[config.mk]
export PLATFORM = sky130hd
export DESIGN_NAME = bus_slave_reg_flat
export DESIGN_NICKNAME = d
export VERILOG_FILES = /design/src/rtl/bus_pkg.sv /design/src/rtl/bus_slave_reg_if.sv /design/src/rtl/bus_slave_reg_reg_array.sv /design/src/rtl/bus_slave_reg.sv /design/src/flat_wrapper.sv
export SDC_FILE = /design/constraint.sdc
export NUM_CORES = 1
export LEC_CHECK = 0
export ABC_CLOCK_PERIOD_IN_PS = 2600
export CAP_MARGIN = 30
export CORE_ASPECT_RATIO = 1.4
export CORE_UTILIZATION = 50
export CTS_BUF_LIST = sky130_fd_sc_hd__clkbuf_2 sky130_fd_sc_hd__clkbuf_4 sky130_fd_sc_hd__clkbuf_8
export CTS_CLUSTER_SIZE = 10
export DETAILED_ROUTE_END_ITERATION = 7
export GPL_ROUTABILITY_DRIVEN = 0
export HOLD_SLACK_MARGIN = 0.05
export PLACE_DENSITY = 0.67
export SETUP_SLACK_MARGIN = 0.2
export SYNTH_ARGS = -nofsm -noshare
export SYNTH_HDL_FRONTEND = slang
export SYNTH_SLANG_ARGS = --single-unit
[constraint.sdc]
create_clock -name clk -period 2.6 [get_ports clk]
set_clock_uncertainty 0.2 [all_clocks]
set_input_delay 0.26 -clock clk [delete_from_list [all_inputs] [get_ports clk]]
set_output_delay 0.26 -clock clk [all_outputs]
set_load 0.05 [all_outputs]
[src/rtl/bus_pkg.sv]
// ---------------------------------------------------------------------------
// bus_pkg
// Shared definitions for the single-master parallel bus and its
// register-file slave: default address/data widths, the address-region
// code that selects the slave, and the slave FSM state type.
// No ports (package).
// ---------------------------------------------------------------------------
package bus_pkg;

  localparam int unsigned BUS_ADDR_W = 16;
  localparam int unsigned BUS_DATA_W = 32;

  // addr[15:12] value that routes a request to the register-file slave
  localparam logic [3:0] BUS_SLAVE_BASE = 4'h0;

  typedef logic [BUS_ADDR_W-1:0] addr_t;
  typedef logic [BUS_DATA_W-1:0] data_t;

  typedef enum logic {
    IDLE = 1'b0,
    RESP = 1'b1
  } bus_state_t;

endpackage

[src/rtl/bus_slave_reg_if.sv]
// ---------------------------------------------------------------------------
// bus_slave_reg_if
// Request/response signal bundle of the parallel bus.
// Signals:
//   valid, read, write, addr, write_data : master -> slave request
//   ready, read_data, err                : slave -> master response
// Modports: master (drives the request), slave (drives the response).
// ---------------------------------------------------------------------------
interface bus_slave_reg_if #(
  parameter int ADDR_W = 16,
  parameter int DATA_W = 32
);

  logic              valid;
  logic              read;
  logic              write;
  logic [ADDR_W-1:0] addr;
  logic [DATA_W-1:0] write_data;
  logic              ready;
  logic [DATA_W-1:0] read_data;
  logic              err;

  modport master (
    output valid, read, write, addr, write_data,
    input  ready, read_data, err
  );

  modport slave (
    input  valid, read, write, addr, write_data,
    output ready, read_data, err
  );

endinterface

[src/rtl/bus_slave_reg_reg_array.sv]
// ---------------------------------------------------------------------------
// reg_array
// DEPTH x DATA_W register storage, cleared by the asynchronous reset.
// Ports:
//   clk_i    : clock
//   rst_ni   : asynchronous active-low reset, clears every entry
//   we_i     : write enable (synchronous)
//   waddr_i  : write index
//   wdata_i  : write data
//   raddr_i  : read index
//   rdata_o  : combinational read data
// ---------------------------------------------------------------------------
module reg_array #(
  parameter int DEPTH  = 16,
  parameter int DATA_W = 32,
  parameter int IDX_W  = $clog2(DEPTH)
) (
  input  logic              clk_i,
  input  logic              rst_ni,
  input  logic              we_i,
  input  logic [IDX_W-1:0]  waddr_i,
  input  logic [DATA_W-1:0] wdata_i,
  input  logic [IDX_W-1:0]  raddr_i,
  output logic [DATA_W-1:0] rdata_o
);

  logic [DATA_W-1:0] mem_q [DEPTH];

  always_ff @(posedge clk_i or negedge rst_ni) begin
    if (!rst_ni) begin
      for (int i = 0; i < DEPTH; i++) begin
        mem_q[i] <= '0;
      end
    end else if (we_i) begin
      mem_q[waddr_i] <= wdata_i;
    end
  end

  assign rdata_o = mem_q[raddr_i];

endmodule

[src/rtl/bus_slave_reg.sv]
// ---------------------------------------------------------------------------
// bus_slave_reg
// Memory-mapped register-file slave. Claims the address region whose top
// nibble equals SLAVE_BASE, accepts one request in IDLE, performs the
// register write or captures the read data on the accept edge, then
// presents a one-cycle ready pulse (with err) in RESP.
// Ports:
//   clk   : bus clock
//   rst_n : asynchronous active-low reset (clears registers and outputs)
//   bus   : slave side of the bus (valid/read/write/addr/write_data in,
//           ready/read_data/err out)
// ---------------------------------------------------------------------------
module bus_slave_reg
  import bus_pkg::*;
#(
  parameter int         ADDR_W     = BUS_ADDR_W,
  parameter int         DATA_W     = BUS_DATA_W,
  parameter int         DEPTH      = 16,
  parameter logic [3:0] SLAVE_BASE = BUS_SLAVE_BASE
) (
  input  logic          clk,
  input  logic          rst_n,
  bus_slave_reg_if.slave bus
);

  localparam int IDX_W = $clog2(DEPTH);
  // 13 bits so DEPTH=4096 still fits when compared against addr[11:0]
  localparam logic [12:0] DEPTH_L = 13'(DEPTH);

  bus_state_t        state_q, state_d;
  logic              ready_q, ready_d;
  logic              err_q, err_d;
  logic [DATA_W-1:0] rdata_q, rdata_d;

  logic              sel;
  logic              in_range;
  logic              req_err;
  logic              we;
  logic [IDX_W-1:0]  idx;
  logic [DATA_W-1:0] mem_rdata;

  assign sel      = (bus.addr[ADDR_W-1 -: 4] == SLAVE_BASE);
  assign in_range = ({1'b0, bus.addr[11:0]} < DEPTH_L);
  assign idx      = bus.addr[IDX_W-1:0];
  // read==write covers both "neither" and "both" qualifiers
  assign req_err  = !sel || !in_range || (bus.read == bus.write);

  reg_array #(
    .DEPTH  (DEPTH),
    .DATA_W (DATA_W),
    .IDX_W  (IDX_W)
  ) u_reg_array (
    .clk_i   (clk),
    .rst_ni  (rst_n),
    .we_i    (we),
    .waddr_i (idx),
    .wdata_i (bus.write_data),
    .raddr_i (idx),
    .rdata_o (mem_rdata)
  );

  always_ff @(posedge clk or negedge rst_n) begin
    if (!rst_n) begin
      state_q <= IDLE;
      ready_q <= 1'b0;
      err_q   <= 1'b0;
      rdata_q <= '0;
    end else begin
      state_q <= state_d;
      ready_q <= ready_d;
      err_q   <= err_d;
      rdata_q <= rdata_d;
    end
  end

  // Accept only from IDLE so a request still held during RESP is not
  // taken twice; read_data and err hold their values outside an accept.
  always_comb begin
    state_d = state_q;
    ready_d = 1'b0;
    err_d   = err_q;
    rdata_d = rdata_q;
    we      = 1'b0;
    unique case (state_q)
      IDLE: begin
        if (bus.valid) begin
          state_d = RESP;
          ready_d = 1'b1;
          err_d   = req_err;
          if (!req_err && bus.write) begin
            we = 1'b1;
          end
          if (!req_err && bus.read) begin
            rdata_d = mem_rdata;
          end
        end
      end
      RESP: begin
        state_d = IDLE;
      end
      default: begin
        state_d = IDLE;
      end
    endcase
  end

  assign bus.ready     = ready_q;
  assign bus.err       = err_q;
  assign bus.read_data = rdata_q;

endmodule

[src/flat_wrapper.sv]
// flat-port wrapper written by rule: the top's interface ports become plain ports
module bus_slave_reg_flat import bus_pkg::*;
#(
  parameter int         ADDR_W     = BUS_ADDR_W,
  parameter int         DATA_W     = BUS_DATA_W,
  parameter int         DEPTH      = 16,
  parameter logic [3:0] SLAVE_BASE = BUS_SLAVE_BASE
)
  (clk, rst_n, bus_valid, bus_read, bus_write, bus_addr, bus_write_data, bus_ready, bus_read_data, bus_err);
  bus_slave_reg_if #(.ADDR_W(ADDR_W), .DATA_W(DATA_W)) bus_i ();
  input  logic clk;
  input  logic rst_n;
  input wire logic [$bits(bus_i.valid)-1:0] bus_valid;
  input wire logic [$bits(bus_i.read)-1:0] bus_read;
  input wire logic [$bits(bus_i.write)-1:0] bus_write;
  input wire logic [$bits(bus_i.addr)-1:0] bus_addr;
  input wire logic [$bits(bus_i.write_data)-1:0] bus_write_data;
  output wire logic [$bits(bus_i.ready)-1:0] bus_ready;
  output wire logic [$bits(bus_i.read_data)-1:0] bus_read_data;
  output wire logic [$bits(bus_i.err)-1:0] bus_err;
  assign bus_i.valid = bus_valid;
  assign bus_i.read = bus_read;
  assign bus_i.write = bus_write;
  assign bus_i.addr = bus_addr;
  assign bus_i.write_data = bus_write_data;
  assign bus_ready = bus_i.ready;
  assign bus_read_data = bus_i.read_data;
  assign bus_err = bus_i.err;
  bus_slave_reg #(.ADDR_W(ADDR_W), .DATA_W(DATA_W), .DEPTH(DEPTH), .SLAVE_BASE(SLAVE_BASE)) u_core (.clk(clk), .rst_n(rst_n), .bus(bus_i));
endmodule
# --- Word level (Yosys, flattened, before mapping) ---
# Index checks and enable logic that the tools add are counted.
totals:
  elab_cells: 49
  in_bits: 53
  out_inout_bits: 34
  ff_bits: 547
classes:
  bitwise_logic: 2
  n_eq_ne: 1
  reduce_logical: 11
  mux: 12
  n_lt_le_gt_ge: 3
ops:
  columns: ["op", "count"]
  rows:
  - ["512-bit bitwise mux", 1]
  - ["32-bit binary-select mux with 4-bit select", 1]
  - ["32-bit demux with 4-bit select", 1]
  - ["32-bit two-way mux", 3]
  - ["12-bit by 5-bit less-than comparator with 1-bit output, second input constant", 1]
  - ["5-bit >= comparator, second input constant", 1]
  - ["5-bit by 1-bit less-than comparator with 1-bit output, second input constant", 1]
  - ["1-bit two-way mux", 5]
  - ["4-bit inverter with 5-bit output", 1]
  - ["4-bit logical NOT", 1]
  - ["1-bit logical AND", 3]
  - ["1-bit logical NOT", 3]
  - ["3-bit AND reduction", 1]
  - ["1-bit logical OR", 2]
  - ["1-bit one-hot mux with 2 select lines", 1]
  - ["2-bit AND reduction", 1]
  - ["1-bit == test", 1]
  - ["1-bit inverter", 1]

# --- Longest topological paths before layout ---
# Gate-level depths: netlist of the first run.
depth:
  ltp_word: 9
  mapped_depth: 7
  depth_no_buf: 4

# --- Hierarchy ---
# A second synthesis of the first run with hierarchy kept.
unflattened:
  hier_cells: 1484
  hier_area_um2: 24263.3
by_module_without_submodules:
  columns: ["module", "area_per_inst_um2", "n_inst", "seq_area_each_um2", "cells_each"]
  rows:
  - ["reg_array", 22774.3, 1, 12812.3, 1404]
  - ["bus_slave_reg", 1488.9, 1, 850.8, 80]

# --- Worst setup path before layout of the first run ---
# OpenSTA, ideal clock, no wires.
synth_timing:
  path_type: "register -> register"
  startpoint: "register u_core.bus.ready (netlist name)"
  endpoint: "register u_core.u_reg_array.mem_q[10] (netlist name)"
  stages_incl_launch_ff: 8
  slack_ps: 316
  t_required_ps: 2275
  path_buffers: 3
  arrival_ps: 1959
  setup_time_ps: 125
  period_less_slack_ps: 2284
  path_cell_list: "dfrtp_1 > nor2b_1 > clkbuf_1 > and4_1 > nor2b_1 > buf_2 > buf_2 > mux2_2"
synth_lines:
  columns: ["item", "line_no", "source"]
  rows:
  - ["end signal: indexed assignment", "bus_slave_reg_reg_array.sv:35", "mem_q[waddr_i] <= wdata_i;"]
  - ["end: declaration", "bus_slave_reg_reg_array.sv:27", "logic [DATA_W-1:0] mem_q [DEPTH];"]

# --- Worst setup path in the final report of the first run ---
layout_timing:
  startpoint: "register u_core.rdata_q[2], in the netlist u_core.bus.read_data[2]"
  endpoint: "output port bus_read_data[2]"
layout_lines:
  columns: ["item", "line_no", "source"]
  rows:
  - ["start: declaration", "bus_slave_reg.sv:33", "logic [DATA_W-1:0] rdata_q, rdata_d;"]
  - ["start signal: assignment", "bus_slave_reg.sv:72", "rdata_q <= rdata_d;"]
  - ["end: declaration", "flat_wrapper.sv:19", "output wire logic [$bits(bus_i.read_data)-1:0] bus_read_data;"]
# No word-level cell between the ends.

==> results of run 1 <==
per-stage QoR:
step / hold WS (ns) / utilization [%] / worst slack, ns / instance area [um^2] / power [mW]
after floorplan: -0.236 / - / 0.316 / 24100 / 8.95
after global placement: 0.0623 / 55.6 / 0.0491 / 26300 / 9.39
after detailed placement: 0.0679 / 55.6 / 0.0263 / 26300 / 9.40
after CTS: 0.138 / 59.4 / 0.216 / 28100 / 16.9
after global routing: 0.171 / 59.4 / 0.221 / 28100 / 17.3
final: 0.191 / 59.4 / 0.279 / 28100 / 16.6
logic make-up (layout without fill, tap and decap cells):
| logic type | after synthesis | count (layout) | share of synthesized area, % |
|---|---|---|---|
| flops | 546 | 546 | 56.7 |
| xor+xnor | 1 | 1 | 0.0364 |
| buf+inv | 136 | 306 | 2.44 |
| other cells | 0 | 1 | 0 |
| simple gates | 72 | 72 | 1.56 |
| mux | 672 | 672 | 37.2 |
| compound gates | 65 | 65 | 2.02 |
sequential cells by signal (all words and copies together), names as in the netlist:
signal / flops
u_core.bus.ready: 1
u_core.bus.read_data: 32
u_core.bus.err: 1
u_core.u_reg_array.mem_q: 512
repair_timing:
item	4_1_cts	5_1_grt
hold buffers	3	0
resized for setup	0	0
hold endpoints to repair	550	0
worst min-delay path by stage:
| stage | startpoint | depth (start not counted) | slack [ns] | to |
|---|---|---|---|---|
| 2_1_floorplan | rst_n | 0 | -0.24 | u_core.bus.err$_DFFE_PN0P_ |
| 3_3_place_gp | rst_n | 1 | 0.06 | u_core.bus.read_data[1]$_DFFE_PN0P_ |
| 3_5_place_dp | rst_n | 1 | 0.07 | u_core.bus.read_data[1]$_DFFE_PN0P_ |
| 4_1_cts | bus_read | 3 | 0.14 | u_core.bus.err$_DFFE_PN0P_ |
| 5_1_grt | bus_valid | 3 | 0.17 | u_core.bus.ready$_DFF_PN0_ |
| 6_report | bus_read | 3 | 0.19 | u_core.bus.err$_DFFE_PN0P_ |
per-layer routing:
layer / global-route usage [%] / share of wire, % / vias up
met3: 3.66 / 3.8 / 77
met1: 31.5 / 44 / 7326
li1: - / - / 5816
met2: 39.8 / 51 / 238
met4: 6.17 / 1.6 / 0
met5: 0 / 0 / -
power by group:
group          leakage, nW  internal (mW)  switching [mW]
combinational         5.09          0.241           0.492
sequential            7.63           8.50         0.00171
clock                0.938           4.12            3.29
total                 13.7           12.9            3.79
final cells by class:
type	count	area, um^2
well taps	624	781
clock inverters	11	67.6
fillers	3716	19200
multi-input cells	810	9940
diodes	1	2.50
repair buffers	161	1940
flip-flops and latches	546	13700
clock buffers	134	1690
cells in the final DEF, fill, tap and decap left out, types with 4 or more instances in the layout:
master                              n
sky130_fd_sc_hd__a221oi_1          32
sky130_fd_sc_hd__buf_12            40
sky130_fd_sc_hd__buf_4             32
sky130_fd_sc_hd__clkbuf_4          24
sky130_fd_sc_hd__clkbuf_8         111
sky130_fd_sc_hd__clkdlybuf4s50_1   82
sky130_fd_sc_hd__clkinv_2           7
sky130_fd_sc_hd__dfrtp_1          546
sky130_fd_sc_hd__mux2_1           145
sky130_fd_sc_hd__mux2_2           367
sky130_fd_sc_hd__mux2i_1           32
sky130_fd_sc_hd__mux4_2           128
sky130_fd_sc_hd__nand4_1            4
sky130_fd_sc_hd__nor2_1            34
sky130_fd_sc_hd__nor2_4             9
sky130_fd_sc_hd__nor2b_1            4
sky130_fd_sc_hd__o22ai_1           32
==> flow_summary.json, run 1 <==
{
  "status": "completed",
  "yosysTopAreaCellShare_pct": 56.7,
  "synthTopCellsByCount": "sky130_fd_sc_hd__dfrtp_1 (546), sky130_fd_sc_hd__mux2_2 (367), sky130_fd_sc_hd__mux2_1 (145), sky130_fd_sc_hd__mux4_2 (128), sky130_fd_sc_hd__clkbuf_1 (65)",
  "post_route_cells_drive_above_1_share_pct": 44.5,
  "detailed_router_s_first_iteration_violation_count": 647,
  "ctsLongestPathBuffers": 3,
  "netlist_area_before_placement_um2": 24100,
  "synth_edf_count": 0,
  "clock-root-buffer": "sky130_fd_sc_hd__clkbuf_8",
  "cts_setup_buffers": 0,
  "fin_crit_ns": 2.32,
  "synth_top_area_cell": "sky130_fd_sc_hd__dfrtp_1",
  "rows": 94,
  "die_y_um": 262,
  "postSynth.asyncResetShare_pct": 100,
  "die_area_um2": 49100,
  "chipWidth_um": 188,
  "postSynthRegisterBits": 546,
  "synthTopCellsByArea": "sky130_fd_sc_hd__dfrtp_1 (57%), sky130_fd_sc_hd__mux2_2 (17%), sky130_fd_sc_hd__mux4_2 (12%), sky130_fd_sc_hd__mux2_1 (6.8%), sky130_fd_sc_hd__mux2i_1 (1.3%)",
  "crit_arrival_ns": 1.86,
  "final_period_util_pct": 89.3,
  "first_pass_iters": 4,
  "p_leak_nw": 13.7,
  "grt_max_degree": 76,
  "totalWireLength_um": 54600,
  "route.vias.total": 13500,
  "final_antenna_net_count": 0,
  "globalRouteOverflowTotal": 0,
  "global_route_wire_length_before_repair_um": 87700,
  "reg2reg_slack_ns": 0.57,
  "cts-htree-levels": 3,
  "boundaryPins": 87,
  "final_sum_of_negative_setup_slack_ns": 0,
  "synth_fp_nets": 1545,
  "critical_path.slowest_cell": "sky130_fd_sc_hd__clkdlybuf4s50_1",
  "cp_cell_sequence": "clkdlybuf4s50_1",
  "finalHoldViolations": 0,
  "worst_r2r_endpoint": "u_core.u_reg_array.mem_q[480]$_DFFE_PN0P_",
  "maxClockFrequency_mhz": 431,
  "critical_path.startpoint": "u_core.bus.read_data[2]$_DFFE_PN0P_",
  "antenna_found_initial": 1,
  "ir_worst_vdd_v": 0.000374,
  "postSynth.topFlopCell": "sky130_fd_sc_hd__dfrtp_1",
  "critical_path_stages": 1,
  "dpl.cell_count": 2138,
  "dp_hpwl_um": 32100,
  "cp-endpoint": "bus_read_data[2]",
  "path_clk_slew_ns": 0.07,
  "synth-seq-area-share_pct": 56.7,
  "area_growth_syn_to_layout_pct": 16.6,
  "path_max_fanout": 2,
  "worst_setup_path_start_kind": "register",
  "numPortBuffers": 86,
  "layout.nets": 1656,
  "p_per_area_nw_per_um2": 593,
  "tightest_slew_ns": 0.678,
  "placeableCoreArea_um2": 47300,
  "gate_count_of_the_mapped_netlist": 1492,
  "dr_wl_cell_um": 23.9,
  "final-setup-viol-count": 0,
  "worst_slew_margin_rel_pct": 54.8,
  "yosysMostFrequentCell": "sky130_fd_sc_hd__dfrtp_1",
  "clk-insertion-delay-late_ns": 0.64,
  "r2r.worst_path.cells": 6,
  "critical_path.top_delay_family": "buffers and inverters",
  "final_max_slew_viol_count": 0,
  "grt_setup_unrepaired": "no",
  "drcViolationCount": 0,
  "numClockSinks": 546,
  "yosys_warnings": 0,
  "grt_pass1_vias": 15000,
  "hold_class": "input port to register",
  "via_density_per_instance": 5.88,
  "r2r-start": "u_core.bus.ready$_DFF_PN0_",
  "tritoncts_clock_tree": "done",
  "cts_made_buffers": 84,
  "crit_path_category": "register to primary output",
  "required_ns": 2.14,
  "initial_utilization_pct": 51.0,
  "critPathBufInv": 1,
  "total_grt_usage_pct": 23.4,
  "drv.max_cap_violation_count": 0,
  "finalNonFillerCells": 2287,
  "synth_cell_types": 26,
  "syn_area_per_cell_um2": 16.1,
  "setup.worst_path.end_class": "primary output",
  "worst_path_largest_cell_delay_ns": 0.83
}
(Power assumes the default switching activity.)
==> inputs of run 2 (changes only) <==
--- a/config.mk
+++ b/config.mk
@@ -13,9 +13,10 @@
 export CTS_CLUSTER_SIZE = 10
 export DETAILED_ROUTE_END_ITERATION = 7
 export GPL_ROUTABILITY_DRIVEN = 0
+export GPL_TIMING_DRIVEN = 0
 export HOLD_SLACK_MARGIN = 0.05
 export PLACE_DENSITY = 0.67
-export SETUP_SLACK_MARGIN = 0.2
+export SETUP_SLACK_MARGIN = 0.5
 export SYNTH_ARGS = -nofsm -noshare
 export SYNTH_HDL_FRONTEND = slang
 export SYNTH_SLANG_ARGS = --single-unit
==> run 2 against run 1 <==
  * The run now ends with hold timing left
  * Highest routed layer unchanged
  * Power grew 1.9%
  * Cell count grew 7.0%
  * Combinational power grew 11%
  * Count of clock-buffer cells in the layout grew 7
  * Wire length grew 28%
  * Critical path type is now input port to register
  * Non-clock buffer count grew 153
  * Sequential share of layout area shrank 4.0 points
  * Critical path depth grew 10
  * Utilization grew 5.3 points
==> flow_summary.json, run 2 (same netlist as run 1, synthesis figures left out) <==
{
  "status": "finished, violations left",
  "failed_checks": "hold timing",
  "flip_flop_count_of_the_largest_register_all_copies_and_words_added": 512,
  "numClockSinks": 546,
  "final-setup-viol-count": 0,
  "r2r-start": "u_core.bus.ready$_DFF_PN0_",
  "cts_hold_buffers": 2,
  "dr_wl_cell_um": 28.5,
  "boundaryPins": 87,
  "route.vias.total": 14900,
  "detailed_router_s_first_iteration_violation_count": 1035,
  "critical_path.startpoint": "bus_addr[2]",
  "die_y_um": 262,
  "cts-htree-levels": 3,
  "required_ns": 2.95,
  "internal_power_mw": 13.0,
  "final_antenna_net_count": 0,
  "worst_setup_path_start_kind": "input port",
  "via_density_per_instance": 6.09,
  "multi_input_gate_area_in_the_final_layout_um2": 10800,
  "area_growth_syn_to_layout_pct": 27.0,
  "final_max_slew_viol_count": 0,
  "ctsLongestPathBuffers": 3,
  "r2r.worst_path.cells": 10,
  "ir_worst_vdd_v": 0.000360,
  "path_max_fanout": 10,
  "cts_made_buffers": 85,
  "numPortBuffers": 85,
  "drcViolationCount": 0,
  "totalWireLength_um": 69700,
  "register_area_um2": 13700,
  "clock-root-buffer": "sky130_fd_sc_hd__clkbuf_8",
  "placeableCoreArea_um2": 47300,
  "max_flop_register": "u_core.u_reg_array.mem_q",
  "first_pass_iters": 5,
  "initial_utilization_pct": 51.0,
  "p_sw_share_pct": 23.4,
  "p_seq_share_pct": 50.2,
  "maxClockFrequency_mhz": 420,
  "whs_ns": -0.0830,
  "chipWidth_um": 188,
  "layout.filler_cells": 3359,
  "total_grt_usage_pct": 27.4,
  "setup.worst_path.end_class": "register",
  "grt_pass1_vias": 15600,
  "dp_hpwl_um": 39000,
  "clk-insertion-delay-late_ns": 0.69,
  "die_area_um2": 49100,
  "reg2reg_slack_ns": 0.23,
  "final_period_util_pct": 91.6,
  "global_route_wire_length_before_repair_um": 98500,
  "crit_path_category": "input port to register",
  "finalWorstSetupSlack_ns": 0.219,
  "most_common_cell_after_layout_fill_and_taps_aside": "sky130_fd_sc_hd__dfrtp_1",
  "worst_slew_margin_rel_pct": 32.4,
  "power.clock.fraction_pct": 45.1,
  "worst_r2r_endpoint": "u_core.u_reg_array.mem_q[281]$_DFFE_PN0P_",
  "layout.nets": 1810,
  "finalHoldViolations": 51,
  "path_clk_slew_ns": 0.06,
  "grt_setup_unrepaired": "yes",
  "combinational_share_of_power_pct": 4.8,
  "layout_common_cells": "sky130_fd_sc_hd__dfrtp_1 (545), sky130_fd_sc_hd__mux2_4 (205), sky130_fd_sc_hd__mux2_2 (192), sky130_fd_sc_hd__mux4_2 (128), sky130_fd_sc_hd__mux2_1 (115)",
  "crit_arrival_ns": 2.73,
  "drv.max_cap_violation_count": 0,
  "tightest_slew_ns": 1.01,
  "globalRouteOverflowTotal": 0,
  "grt_max_degree": 120,
  "tritoncts_clock_tree": "done",
  "fin_crit_ns": 2.38,
  "place_worst_setup_slack_ns": -0.809,
  "antenna_found_initial": 1,
  "p_leak_nw": 14.7,
  "rows": 94,
  "netSwitchingPower_mw": 3.96,
  "hold_class": "input port to async pin",
  "p_per_area_nw_per_um2": 554,
  "post_route_cells_drive_above_1_share_pct": 49.2
}
## run 2: worst max path at each step
stage / endpoint / slack [ns]
finish: u_core.u_reg_array.mem_q[281]$_DFFE_PN0P_ / 0.22
global placement: u_core.bus.ready$_DFF_PN0_ / -24.44
CTS: u_core.u_reg_array.mem_q[201]$_DFFE_PN0P_ / 0.34
global route: u_core.u_reg_array.mem_q[286]$_DFFE_PN0P_ / 0.24
detailed placement: u_core.u_reg_array.mem_q[261]$_DFFE_PN0P_ / -0.81
floorplan: u_core.u_reg_array.mem_q[10]$_DFFE_PN0P_ / 0.51
## run 2: metrics by stage
stage | util (%) | power [mW] | instances | cell area [um^2] | setup TNS, ns
after floorplan | - | 8.95 | 1492 | 24100 | 0
after global placement | 54.4 | 9.41 | 2201 | 25700 | -
after detailed placement | 54.8 | 9.43 | 2209 | 25900 | -268.45
after CTS | 61.4 | 17.1 | 2408 | 29100 | 0
after global routing | 64.7 | 17.5 | 2445 | 30600 | 0
final | 64.7 | 17.0 | 2446 | 30600 | 0
## run 2: layout make-up
cell class                      instances  share of cell area, %
Antenna cell                            2                 0.0164
Buffer                                136                   4.27
Clock buffer                          141                   5.73
Clock inverter                          9                  0.184
Multi-Input combinational cell        810                   35.2
Sequential cell                       546                   44.7
Tap cell                              624                   2.55
Timing Repair Buffer                  178                   7.40
## run 2: power groups by stage
stage / logic [mW] / registers, mW / clock network (mW)
after floorplan: 0.282 / 8.67 / 0
after global placement: 0.734 / 8.68 / 0
after detailed placement: 0.778 / 8.66 / 0
after CTS: 0.798 / 8.50 / 7.75
after global routing: 0.877 / 8.50 / 8.13
final: 0.812 / 8.50 / 7.64
## run 2: critical path, cell delays in order
cell and delay [ns]:
sky130_fd_sc_hd__clkdlybuf4s50_1 0.52, sky130_fd_sc_hd__clkbuf_4 0.29, sky130_fd_sc_hd__nor2b_1 0.28, sky130_fd_sc_hd__nand4_1 0.20, sky130_fd_sc_hd__buf_4 0.21, sky130_fd_sc_hd__buf_6 0.11
sky130_fd_sc_hd__nor2_4 0.14, sky130_fd_sc_hd__buf_12 0.14, sky130_fd_sc_hd__buf_12 0.13, sky130_fd_sc_hd__buf_12 0.14, sky130_fd_sc_hd__mux2_4 0.30
## run 2: repair_timing
| action | CTS | global route |
|---|---|---|
| buffers inserted | 38 | 21 |
| gates cloned | 9 | 15 |
| endpoints found under the setup margin | 550 | 724 |
| gates resized for setup | 287 | 280 |
| endpoints found under the hold margin | 103 | 37 |
| pin swaps | 8 | 8 |
## run 2: metal layers
metal	vias up	GRT usage [%]	part of all wire, %
met5	-	0	0
met4	0	12.4	4.5
met3	154	5.02	5.0
met2	506	45.7	50
met1	8105	35.3	41
li1	6135	-	-
==> inputs of run 3 (changes only) <==
--- a/config.mk
+++ b/config.mk
@@ -7,7 +7,8 @@
 export LEC_CHECK = 0
 export ABC_CLOCK_PERIOD_IN_PS = 2600
 export CAP_MARGIN = 30
-export CORE_ASPECT_RATIO = 1.4
+export CORE_ASPECT_RATIO = 0.7
+export CORE_MARGIN = 1.5
 export CORE_UTILIZATION = 50
 export CTS_BUF_LIST = sky130_fd_sc_hd__clkbuf_2 sky130_fd_sc_hd__clkbuf_4 sky130_fd_sc_hd__clkbuf_8
 export CTS_CLUSTER_SIZE = 10
==> run 3 against run 2 <==
  * The run still ends with hold timing left
  * Sequential share of layout area fell by 1.9 points
  * Non-clock buffer count rose by 29
  * Utilization rose by 2.2 points
  * Highest routed layer unchanged
  * Count of clock-buffer cells in the layout rose by 1
  * Maximum frequency rose by 4.7%
  * Combinational power rose by 3.3%
  * Sequential cell count did not move
  * Power rose by 2.1%
  * Largest power group unchanged
  * Clock power rose by 4.5%
  * Largest cell class unchanged
  * Cell area rose by 4.3%
  * Wire length rose by 8.0%
  * Critical endpoint is now u_core.u_reg_array.mem_q[266]$_DFFE_PN0P_
  * Global-route usage rose by 1.3 points
==> flow_summary.json, run 3 (same netlist as run 1, synthesis figures left out) <==
{
  "totalWireLength_um": 75200,
  "most_common_cell_after_layout_fill_and_taps_aside": "sky130_fd_sc_hd__dfrtp_1",
  "status": "finished, violations left",
  "setup.worst_path.end_class": "register",
  "critical_path.top_delay_family": "buffers and inverters",
  "p_per_area_nw_per_um2": 543,
  "critPathBufInv": 6,
  "crit_path_category": "input port to register",
  "finalHoldViolations": 295,
  "tightest_slew_ns": 0.680,
  "chipWidth_um": 265,
  "route.vias.total": 15500,
  "most_numerous_cell_on_the_critical_path": "sky130_fd_sc_hd__buf_6",
  "dr_wl_cell_um": 30.4,
  "reg2reg_slack_ns": 0.36,
  "detailed_router_s_first_iteration_violation_count": 1387,
  "hold_class": "input port to async pin",
  "flip_flop_count_of_the_largest_register_all_copies_and_words_added": 512,
  "dpl.cell_count": 2206,
  "required_ns": 2.93,
  "layout.filler_cells": 3121,
  "initial_utilization_pct": 50.5,
  "worst_path_largest_cell_delay_ns": 0.51,
  "final-setup-viol-count": 0,
  "p_leak_nw": 15.2,
  "antenna_found_initial": 1,
  "cts_made_buffers": 85,
  "final_antenna_net_count": 0,
  "die_y_um": 187,
  "placeableCoreArea_um2": 47700,
  "maxClockFrequency_mhz": 440,
  "path_clk_slew_ns": 0.06,
  "clk-insertion-delay-late_ns": 0.67,
  "max_flop_register": "u_core.u_reg_array.mem_q",
  "post_route_cells_drive_above_1_share_pct": 50.5,
  "final_sum_of_negative_setup_slack_ns": 0,
  "cts-htree-levels": 3,
  "tritoncts_clock_tree": "done",
  "final_max_slew_viol_count": 0,
  "ir_worst_vdd_v": 0.000355,
  "grt_max_degree": 129,
  "worst_slew_margin_rel_pct": 54.7,
  "die_area_um2": 49500,
  "rows": 67,
  "numClockSinks": 546,
  "clock-root-buffer": "sky130_fd_sc_hd__clkbuf_8",
  "fin_crit_ns": 2.27,
  "area_growth_syn_to_layout_pct": 32.5,
  "worst_r2r_endpoint": "u_core.u_reg_array.mem_q[266]$_DFFE_PN0P_",
  "path_max_fanout": 10,
  "cp_cell_sequence": "clkdlybuf4s50_1 -> clkbuf_2 -> nor2b_1 -> nand4_1 -> buf_6 -> nor2_4 -> buf_6 -> buf_8 -> buf_16 -> mux2_2",
  "finalNonFillerCells": 2477,
  "ctsLongestPathBuffers": 3,
  "failed_checks": "hold timing",
  "drv.max_cap_violation_count": 0,
  "numPortBuffers": 85,
  "first_pass_iters": 6,
  "final_period_util_pct": 87.5,
  "drcViolationCount": 0,
  "r2r-start": "u_core.bus.ready$_DFF_PN0_",
  "critical_path.slowest_cell": "sky130_fd_sc_hd__clkdlybuf4s50_1",
  "whs_ns": -0.625,
  "dp_hpwl_um": 39700,
  "total_grt_usage_pct": 28.7,
  "grt_pass1_vias": 16100,
  "globalRouteOverflowTotal": 0,
  "global_route_wire_length_before_repair_um": 105000,
  "r2r.worst_path.cells": 9,
  "worst_setup_path_start_kind": "input port",
  "crit_arrival_ns": 2.60,
  "boundaryPins": 87,
  "grt_setup_unrepaired": "yes",
  "layout.nets": 1839,
  "via_density_per_instance": 6.26,
  "layout_common_cells": "sky130_fd_sc_hd__dfrtp_1 (545), sky130_fd_sc_hd__mux2_4 (317), sky130_fd_sc_hd__mux4_2 (128), sky130_fd_sc_hd__clkbuf_8 (112), sky130_fd_sc_hd__mux2_1 (107)"
}
-- run 3: cell type report --
cell class	instances	area, um^2	area share, %
clock inverter	14	121	0.380
sequential	546	13700	42.8
clock buffer	142	1770	5.54
tap	621	777	2.43
buffer	136	1430	4.48
multi-input combinational	810	11200	35.1
timing repair buffer	207	2950	9.24
antenna	1	2.50	0.00784
-- run 3: worst max-delay path by stage --
stage                                     startpoint                                        end  cells past startpoint
after floorplan           u_core.bus.ready$_DFF_PN0_   u_core.u_reg_array.mem_q[10]$_DFFE_PN0P_                      7
after global placement                         rst_n                 u_core.bus.ready$_DFF_PN0_                      1
after detailed placement                bus_addr[12]  u_core.u_reg_array.mem_q[261]$_DFFE_PN0P_                      6
after CTS                 u_core.bus.ready$_DFF_PN0_  u_core.u_reg_array.mem_q[268]$_DFFE_PN0P_                      9
after global routing      u_core.bus.ready$_DFF_PN0_       u_core.bus.read_data[12]$_DFFE_PN0P_                      6
final                                    bus_addr[2]  u_core.u_reg_array.mem_q[266]$_DFFE_PN0P_                     10
-- run 3: metrics by stage --
| stage | power [mW] | utilization [%] | hold slack (ns) | worst slack (ns) | instance area (um^2) |
|---|---|---|---|---|---|
| global placement | 9.42 | 54.0 | 0.263 | -24.55 | 25700 |
| finish | 17.3 | 66.9 | -0.625 | 0.326 | 31900 |
| global route | 17.8 | 66.9 | -0.606 | 0.311 | 31900 |
| CTS | 17.3 | 63.1 | -0.519 | 0.380 | 30100 |
| detailed placement | 9.44 | 54.3 | 0.179 | -0.882 | 25900 |
| floorplan | 8.95 | - | -0.236 | 0.509 | 24100 |
-- run 3: repair_timing --
| action | CTS | global route |
|---|---|---|
| gates resized for setup | 362 | 345 |
| gates cloned | 20 | 15 |
| endpoints found under the setup margin | 570 | 651 |
| setup buffers | 63 | 12 |
| pin swaps | 16 | 8 |
| endpoints found under the hold margin | 101 | 153 |
-- run 3: report_power, final --
part	leakage (nW)	internal (mW)	switching, mW
Clock	1.01	4.41	3.57
Sequential	7.62	8.50	0.00238
Combinational	6.61	0.259	0.580
-- run 3: worst reg2reg max path, cell delays in order (launching register included) --
cell and delay (ns):
sky130_fd_sc_hd__dfrtp_2 0.43, sky130_fd_sc_hd__nor2b_2 0.14, sky130_fd_sc_hd__buf_8 0.14, sky130_fd_sc_hd__nand4_1 0.13
sky130_fd_sc_hd__buf_6 0.18, sky130_fd_sc_hd__nor2_4 0.17, sky130_fd_sc_hd__buf_6 0.14, sky130_fd_sc_hd__buf_8 0.12
sky130_fd_sc_hd__buf_16 0.14, sky130_fd_sc_hd__mux2_2 0.33
-- run 3: routing by layer --
metal	track usage, %	routed length, um
met3	7.83	6330
met2	41.3	33100
met1	42.1	33200
met4	9.78	2520
met5	0.965	0
